===== config.mk =====
export PLATFORM = sky130hd
export DESIGN_NAME = aes_inv_sched
export DESIGN_NICKNAME = d
export VERILOG_FILES = /design/src/rtl/aes_pkg.sv /design/src/rtl/aes_sched_cnt.sv /design/src/rtl/aes_inv_sched.sv
export SDC_FILE = /design/constraint.sdc
export NUM_CORES = 1
export LEC_CHECK = 0
export ABC_CLOCK_PERIOD_IN_PS = 2550
export BUFFER_PORTS_ARGS = -buffer_cell sky130_fd_sc_hd__clkbuf_2
export CORE_AREA = 2 2 298 300
export CTS_CLUSTER_SIZE = 40
export DETAILED_ROUTE_END_ITERATION = 7
export DIE_AREA = 0 0 300 302
export PLACE_DENSITY = 0.51
export SLEW_MARGIN = 5
export SYNTH_ARGS = -nofsm -noshare
export SYNTH_HDL_FRONTEND = slang
export SYNTH_SLANG_ARGS = --single-unit

===== constraint.sdc =====
create_clock -name clk -period 2.55 [get_ports clk]
set_clock_uncertainty 0.05 [all_clocks]
set_input_delay 0.255 -clock clk [delete_from_list [all_inputs] [get_ports clk]]
set_output_delay 0.255 -clock clk [all_outputs]
set_load 0.02 [all_outputs]

===== src/rtl/aes_pkg.sv =====
// +----------------------------------------------------------------------------+
// | aes_pkg: shared widths and scheduler state encoding for the AES decrypt path |
// | Revision: 1.0                                                              |
// +----------------------------------------------------------------------------+
`default_nettype none

package aes_pkg;

  localparam int AES_BLK_W   = 128;
  localparam int AES_KEY_W   = 128;
  // Wide enough for the largest legal TIMEOUT (1023) and KEY_WAIT (255).
  localparam int SCHED_CNT_W = 10;

  typedef enum logic [2:0] {
    ST_IDLE    = 3'd0,
    ST_KEYLD   = 3'd1,
    ST_KEYWAIT = 3'd2,
    ST_LOAD    = 3'd3,
    ST_RUN     = 3'd4,
    ST_HOLD    = 3'd5
  } sched_state_t;

endpackage

`default_nettype wire


===== src/rtl/aes_sched_cnt.sv =====
// +----------------------------------------------------------------------------+
// | aes_sched_cnt: loadable saturating down-counter with a zero flag            |
// | Revision: 1.0                                                              |
// +----------------------------------------------------------------------------+
`default_nettype none

module aes_sched_cnt #(
  parameter int W = 10
) (
  input  logic         clk,
  input  logic         rst,
  input  logic         load,
  input  logic         dec,
  input  logic [W-1:0] load_val,
  output logic         zero
);

  logic [W-1:0] count;

  // Load wins over decrement; the count parks at zero instead of wrapping.
  always_ff @(posedge clk) begin
    if (rst) begin
      count <= '0;
    end else if (load) begin
      count <= load_val;
    end else if (dec && (count != '0)) begin
      count <= count - 1'b1;
    end
  end

  assign zero = (count == '0);

endmodule

`default_nettype wire


===== src/rtl/aes_inv_sched.sv =====
// +----------------------------------------------------------------------------+
// | aes_inv_sched: job scheduler with key cache for an inverse-cipher AES core  |
// | Optional RUN watchdog enabled by AES_INV_SCHED_TIMEOUT_EN.  Revision: 1.0   |
// +----------------------------------------------------------------------------+
`default_nettype none

module aes_inv_sched
  import aes_pkg::*;
#(
  parameter int KEY_WAIT = 12,
  parameter int TIMEOUT  = 64
) (
  input  logic                 clk,
  input  logic                 rst,
  input  logic                 in_valid,
  output logic                 in_ready,
  input  logic [AES_KEY_W-1:0] in_key,
  input  logic [AES_BLK_W-1:0] in_text,
  output logic                 out_valid,
  input  logic                 out_ready,
  output logic [AES_BLK_W-1:0] out_text,
  output logic                 core_kld,
  output logic                 core_ld,
  output logic [AES_KEY_W-1:0] core_key,
  output logic [AES_BLK_W-1:0] core_text_in,
  input  logic                 core_done,
  input  logic [AES_BLK_W-1:0] core_text_out,
  output logic                 timeout
);

  localparam logic [SCHED_CNT_W-1:0] KW_LOAD = SCHED_CNT_W'(KEY_WAIT - 1);
  localparam logic [SCHED_CNT_W-1:0] WD_LOAD = SCHED_CNT_W'(TIMEOUT - 1);

  sched_state_t state;
  sched_state_t state_nx;

  logic                   key_vld;
  logic [AES_KEY_W-1:0]   cache_key;
  logic                   accept;
  logic                   hit;
  logic                   cnt_load;
  logic                   cnt_dec;
  logic [SCHED_CNT_W-1:0] cnt_load_val;
  logic                   cnt_zero;
  logic                   wd_expire;

  assign accept = (state == ST_IDLE) && in_valid;
  assign hit    = key_vld && (in_key == cache_key);

`ifdef AES_INV_SCHED_TIMEOUT_EN
  assign wd_expire = (state == ST_RUN) && !core_done && cnt_zero;
`else
  assign wd_expire = 1'b0;
`endif

  // One counter serves both phases: loaded in KEYLD for the key settle time,
  // reloaded in LOAD for the RUN watchdog. The two phases never overlap.
  assign cnt_load     = (state == ST_KEYLD) || (state == ST_LOAD);
  assign cnt_dec      = (state == ST_KEYWAIT) || (state == ST_RUN);
  assign cnt_load_val = (state == ST_KEYLD) ? KW_LOAD : WD_LOAD;

  aes_sched_cnt #(
    .W (SCHED_CNT_W)
  ) u_cnt (
    .clk      (clk),
    .rst      (rst),
    .load     (cnt_load),
    .dec      (cnt_dec),
    .load_val (cnt_load_val),
    .zero     (cnt_zero)
  );

  always_ff @(posedge clk) begin
    if (rst) begin
      state <= ST_IDLE;
    end else begin
      state <= state_nx;
    end
  end

  always_comb begin
    state_nx = state;
    case (state)
      ST_IDLE:    if (accept) state_nx = hit ? ST_LOAD : ST_KEYLD;
      ST_KEYLD:   state_nx = ST_KEYWAIT;
      ST_KEYWAIT: if (cnt_zero) state_nx = ST_LOAD;
      ST_LOAD:    state_nx = ST_RUN;
      ST_RUN: begin
        if (core_done) begin
          state_nx = ST_HOLD;
        end else if (wd_expire) begin
          state_nx = ST_IDLE;
        end
      end
      ST_HOLD:    if (out_ready) state_nx = ST_IDLE;
      default:    state_nx = ST_IDLE;
    endcase
  end

  assign in_ready  = (state == ST_IDLE);
  assign core_kld  = (state == ST_KEYLD);
  assign core_ld   = (state == ST_LOAD);
  assign out_valid = (state == ST_HOLD);

  always_ff @(posedge clk) begin
    if (rst) begin
      key_vld      <= 1'b0;
      cache_key    <= '0;
      core_key     <= '0;
      core_text_in <= '0;
      out_text     <= '0;
      timeout      <= 1'b0;
    end else begin
      timeout <= wd_expire;
      if (accept) begin
        core_key     <= in_key;
        core_text_in <= in_text;
        if (!hit) begin
          cache_key <= in_key;
          key_vld   <= 1'b0;
        end
      end
      // The cached key only becomes trustworthy once the core has had its
      // full settle time; an aborted job leaves the core state unknown.
      if ((state == ST_KEYWAIT) && cnt_zero) begin
        key_vld <= 1'b1;
      end
      if (wd_expire) begin
        key_vld <= 1'b0;
      end
      if ((state == ST_RUN) && core_done) begin
        out_text <= core_text_out;
      end
    end
  end

endmodule

`default_nettype wire

==> results.toml, run 1 <==
[run_status]
violations = "negative setup slack"
outcome = "finished with violations"

[final_layout]
stdcell_count = 4984
fin_nets = 4153
fillers = 8993
areaGrowthSynthToFinish_pct = 59.7
drive_gt1_share_pct = 30.7

[clock_tree]
cts_tree = "yes"
numCtsBuffers = 67
clk_pin_slew_ns = 0.06
cts-root-buf = "clkbuf_16"
htreeDepth = 3
cts_sinks = 526
cts_buffer_depth = 3
clk_latency_ns = 0.60

[grt]
grt_pass1_vias = 22000
antenna_found_initial = 16
grt_pass1_wl_um = 146000
grt_usage_pct = 21.5
grt_overflow = 0
grt_max_degree = 98

[setup_path]
path_common_cell = "buf_12"
worstSetupEndpointType = "register"
critPathArrivalTime_ns = 3.13
cp-start-kind = "input pin"
path_cells = "dlygate4sd3_1 > clkbuf_2 > xnor2_2 > nand4_1 > or4_4 > nor4_2 > buf_4 > nand4_4 > buf_12 > buf_12 > clkbuf_16 > and3_4 > o21ba_1"
cp_num_buf_inv = 6
path_max_fanout = 8
worstPathRequired_ns = 2.99
setup.worst_path.class = "in2reg"
cpLargestDelayFamily = "buffers and inverters"
cp_slowest_cell = "dlygate4sd3_1"
max_stage_delay_ns = 0.55

[detailed_routing]
vias = 22900
drtIter0Drc = 1664
routed_wl_um = 104000
drtAntennaViolNets = 0
wl_per_cell_um = 20.9
post_drt_via_cell_ratio = 4.60
drc = 0
first_pass_iters = 5

[power]
power_leakage_uw = 0.0158
irDropWorstVdd_mv = 0.589
p_per_area_mw_per_mm2 = 739
totalPowerFinal_uw = 25300

[logic_synthesis]
synth_area_leaders = "dfxtp_1 (49%), nand2_1 (14%), a21oi_1 (9.5%), o21ba_1 (5.4%), a21boi_0 (4.0%)"
ys_warn_count = 0
synthArstFlopShare_pct = 0
ys_types = 44
netlist_instances = 2584
synthMostInstantiatedCell = "nand2_1"
synth_top_area_share_pct = 49.2
synth_edf_count = 0
yosys.area.top_type = "dfxtp_1"
yosys-top-cells-count = "nand2_1 (773), dfxtp_1 (526), a21oi_1 (408)"
seq_area_frac_synth_pct = 49.2
syn_area_per_cell_um2 = 8.28
synth_seq_cells = 526
synthFlopType = "dfxtp_1"
syn_nets = 2974
synthesis.area_mm2 = 0.0214

[sta]
fin_setup_tns_ns = -12.10
min_period_ns = 2.69
layout_setup_ws_ns = -0.144
setup_viol = 128
tightest_slew_ns = 0.838
timing.hold.ws_ns = 0.0141
fmax_ghz = 0.371
drv_slew = 0
finalHoldViolations = 0
rsz0062_at_grt = "true"
min_period_over_period_pct = 106
slew_headroom_pct = 44.1

[die]
start_util_pct = 24.4
die_h_um = 302
die_w_um = 300
rows = 109
io_pins = 778
dieArea_mm2 = 0.0906
core_region_area_mm2 = 0.0876

[placement]
place_inst = 4481
place.gp.congestion = 0.866
dp_slack_ns = -0.327
dpl.hpwl_um = 75800
numPortBuffers = 776

[hold_path]
min_path_type = "in2reg"

[job]
drv_cap = 0
-- final timing paths --
kind	from	endpoint	slack [ns]	depth (start not counted)
max reg2reg	cache_key[37]$_SDFFE_PP0P_	cache_key[93]$_SDFFE_PP0P_	-0.13	11
min reg2reg	core_key[61]$_SDFFE_PP0P_	core_key[61]$_SDFFE_PP0P_	0.40	2
max	in_key[22]	cache_key[93]$_SDFFE_PP0P_	-0.14	13
min	in_key[50]	core_key[50]$_SDFFE_PP0P_	0.01	4
-- layout by cell type, fill, tap and decap left out, drive strengths merged, types with 3 or more instances in the layout --
cell         instances
nand2b              38
a21boi             113
dlygate4sd3        358
o21ba              128
a2111oi             18
nor2                11
nor4                17
clkbuf             876
o2111a              11
nor3                11
buf                174
nand3                4
clkinv              14
a221oi               3
a21oi              408
xor2                57
nand4               12
nand2              773
xnor2               14
bufinv               3
inv                 37
diode                7
nor2b               52
dfxtp              526
and3               131
-- power by group --
| part | internal [uW] | switching, uW | total (uW) |
|---|---|---|---|
| clock network | 5720 | 3900 | 9620 |
| registers | 9040 | 477 | 9520 |
| logic | 2520 | 3610 | 6130 |
| total | 17300 | 7990 | 25300 |
-- registers in the layout (all words and copies together) (netlist names) --
name / flops
cache_key: 128
core_key: 128
core_text_in: 128
out_text: 128
u_cnt.count: 10
state: 3
key_vld: 1
-- metal layers --
metal  vias up  GRT usage [%]  routed length (um)  share of wire [%]
met5         -              0                  83              0.080
li1      11000              -                   -                  -
met1     10900           29.4               46800                 45
met4        14           5.62                2470                2.4
met3       136           6.87                9010                8.6
met2       811           32.7               45900                 44
-- repair_timing --
action                                  4_1_cts  5_1_grt
pin swaps                                    15       22
endpoints found under the setup margin      130      130
resized for setup                            91       84
buffers inserted                              5        0
endpoints found under the hold margin       367        0
cloned                                        8        7
hold buffers                                359        0
-- final cells by class --
cell class                      count  area, um^2  share of cell area [%]
Clock buffer                       96        1980                    5.79
Multi-Input combinational cell   1822       10400                    30.3
Antenna cell                        7        17.5                  0.0512
Inverter                           33         124                   0.362
Timing Repair Buffer             1313        9490                    27.8
Tap cell                         1165        1460                    4.26
Sequential cell                   526       10500                    30.8
Clock inverter                     22         229                   0.670
-- worst register-to-register path, stage by stage, from the launching register on --
cell and delay [ns]:
dfxtp_1 0.31, nor2b_1 0.17, a2111oi_0 0.42, nand4_1 0.19, nor4_2 0.30, buf_4 0.18
nand4_4 0.14, buf_12 0.17, buf_12 0.14, clkbuf_16 0.17, and3_4 0.18, o21ba_1 0.17
-- cell families after synthesis --
family,synth area share (%)
flops,49.2
other cells,0.0175
buf+inv,4.71
xor+xnor,2.91
simple gates,21.6
fa+ha+maj,0.0584
compound gates,21.4
mux,0.0468
-- stage by stage --
| step | area [um^2] | util (%) |
|---|---|---|
| floorplan | 21400 | - |
| global placement | 27400 | 31.3 |
| detailed placement | 27400 | 31.3 |
| CTS | 33700 | 38.5 |
| global route | 34200 | 39.0 |
| finish | 34200 | 39.1 |
No activity file was read; power rests on OpenSTA's default activity.
==> inputs of run 2 (changes only) <==
--- a/config.mk
+++ b/config.mk
@@ -5,12 +5,12 @@
 export SDC_FILE = /design/constraint.sdc
 export NUM_CORES = 1
 export LEC_CHECK = 0
-export ABC_CLOCK_PERIOD_IN_PS = 2550
 export BUFFER_PORTS_ARGS = -buffer_cell sky130_fd_sc_hd__clkbuf_2
 export CORE_AREA = 2 2 298 300
 export CTS_CLUSTER_SIZE = 40
 export DETAILED_ROUTE_END_ITERATION = 7
 export DIE_AREA = 0 0 300 302
+export MAX_ROUTING_LAYER = met4
 export PLACE_DENSITY = 0.51
 export SLEW_MARGIN = 5
 export SYNTH_ARGS = -nofsm -noshare
==> results.toml, run 2 (same netlist as run 1, synthesis figures left out) <==
[run_status]
outcome = "finished with violations"
violations = "negative setup slack"

[sta]
slew_headroom_pct = 44.8
setup_viol = 128
finalHoldViolations = 0
drv_slew = 0
tightest_slew_ns = 0.828
timing.hold.ws_ns = 0.0127
min_period_ns = 2.71
rsz0062_at_grt = "true"
fmax_ghz = 0.368
layout_setup_ws_ns = -0.165
min_period_over_period_pct = 106

[setup_path]
cpLargestDelayFamily = "buffers and inverters"
cp_num_buf_inv = 6
worstSetupEndpointType = "register"
setup.worst_path.class = "in2reg"
cp-start-kind = "input pin"
path_max_fanout = 16
cp_slowest_cell = "dlygate4sd3_1"
path_common_cell = "buf_12"
worstPathRequired_ns = 2.99
critPathArrivalTime_ns = 3.16
max_stage_delay_ns = 0.56
path_cells = "dlygate4sd3_1 > clkbuf_2 > xnor2_2 > nand4_1 > or4_4 > nor4_2 > buf_4 > nand4_4 > buf_12 > buf_12 > buf_16 > and3_4 > o21ba_1"

[detailed_routing]
drc = 0
routed_wl_um = 104000
drtAntennaViolNets = 0
wl_per_cell_um = 20.9
post_drt_via_cell_ratio = 4.60
vias = 22900
first_pass_iters = 6
drtIter0Drc = 1798

[grt]
antenna_found_initial = 15
grt_pass1_wl_um = 146000
grt_pass1_vias = 22000
grt_overflow = 0
grt_usage_pct = 22.2
grt_max_degree = 98

[power]
power.share.combinational_pct = 24.3
p_per_area_mw_per_mm2 = 739
irDropWorstVdd_mv = 0.588
p_switching_uw = 8000
clkPwrFrac_pct = 38.1
p_sw_share_pct = 31.7
pwr-share-seq_pct = 37.6
power.internal_uw = 17300
power_leakage_uw = 0.0158

[clock_tree]
cts_sinks = 526
cts-root-buf = "clkbuf_16"
clk_latency_ns = 0.60
clk_pin_slew_ns = 0.06
cts_tree = "yes"
htreeDepth = 3
numCtsBuffers = 67
cts_buffer_depth = 3

[placement]
place.gp.congestion = 0.881
numPortBuffers = 776
dpl.hpwl_um = 75800
dp_slack_ns = -0.327

[final_layout]
layout_commonest_cell = "clkbuf_2"
areaGrowthSynthToFinish_pct = 59.8
layout_common_cells = "clkbuf_2 (774), nand2_1 (772), dfxtp_1 (524)"
fin_nets = 4153
drive_gt1_share_pct = 30.7
utilization_pct = 39.1

[die]
io_pins = 778
start_util_pct = 24.4
die_w_um = 300
rows = 109
die_h_um = 302
core_region_area_mm2 = 0.0876
dieArea_mm2 = 0.0906

[job]
drv_cap = 0

[hold_path]
min_path_type = "in2reg"
[run 2: layer usage]
metal	share of wire (%)	track usage [%]
met1	45	29.7
met2	44	32.9
met3	8.6	6.38
met4	2.2	5.26
met5	0	-
[run 2: path summary, 6_finish.rpt]
check | start | to | slack (ns) | cells after the start
setup / recovery | in_key[22] | cache_key[39]$_SDFFE_PP0P_ | -0.16 | 13
hold / removal | in_key[50] | core_key[50]$_SDFFE_PP0P_ | 0.01 | 4
setup reg to reg | cache_key[3]$_SDFFE_PP0P_ | cache_key[39]$_SDFFE_PP0P_ | -0.16 | 11
hold reg to reg | core_key[38]$_SDFFE_PP0P_ | core_key[38]$_SDFFE_PP0P_ | 0.40 | 2
[run 2: cell type report]
cell class	instances	area, um^2
well taps	1165	1460
inverters	33	124
diodes	14	35.0
fillers	8989	53400
clock buffers	96	1980
repair buffers	1313	9490
clock inverters	22	229
multi-input cells	1822	10300
flip-flops and latches	526	10500
[run 2: repair_timing]
| action | in CTS | in global routing |
|---|---|---|
| setup endpoints to repair | 130 | 130 |
| setup buffers | 5 | 0 |
| gates resized for setup | 91 | 81 |
| gates cloned | 8 | 7 |
| pin swaps | 15 | 22 |
| hold buffers | 359 | 0 |
| endpoints found under the hold margin | 367 | 0 |
[run 2: worst min-delay path: cells and delay by family]
family	cells	cell delay [ns]
AND/OR/NAND/NOR	1	0.05
AO/OA/AOI/OAI	1	0.05
buffers and inverters	2	0.25
[run 2: stage by stage]
stage | cell area (um^2) | instances | TNS, ns | total power (uW)
2_1_floorplan | 21400 | 2584 | 0 | 12700
3_3_place_gp | 27400 | 4481 | -43.14 | 15100
3_5_place_dp | 27400 | 4481 | -38.00 | 15100
4_1_cts | 33700 | 4971 | -1.48 | 25400
5_1_grt | 34200 | 4987 | -20.28 | 26400
6_report | 34200 | 4991 | -13.09 | 25300
[run 2: power groups by stage]
stage          logic, uW  registers [uW]  clock network, uW
2_1_floorplan       2460           10200                  0
3_3_place_gp        5440            9650                  0
3_5_place_dp        5450            9670                  0
4_1_cts             6020            9500               9860
5_1_grt             6600            9610              10200
6_report            6140            9520               9620
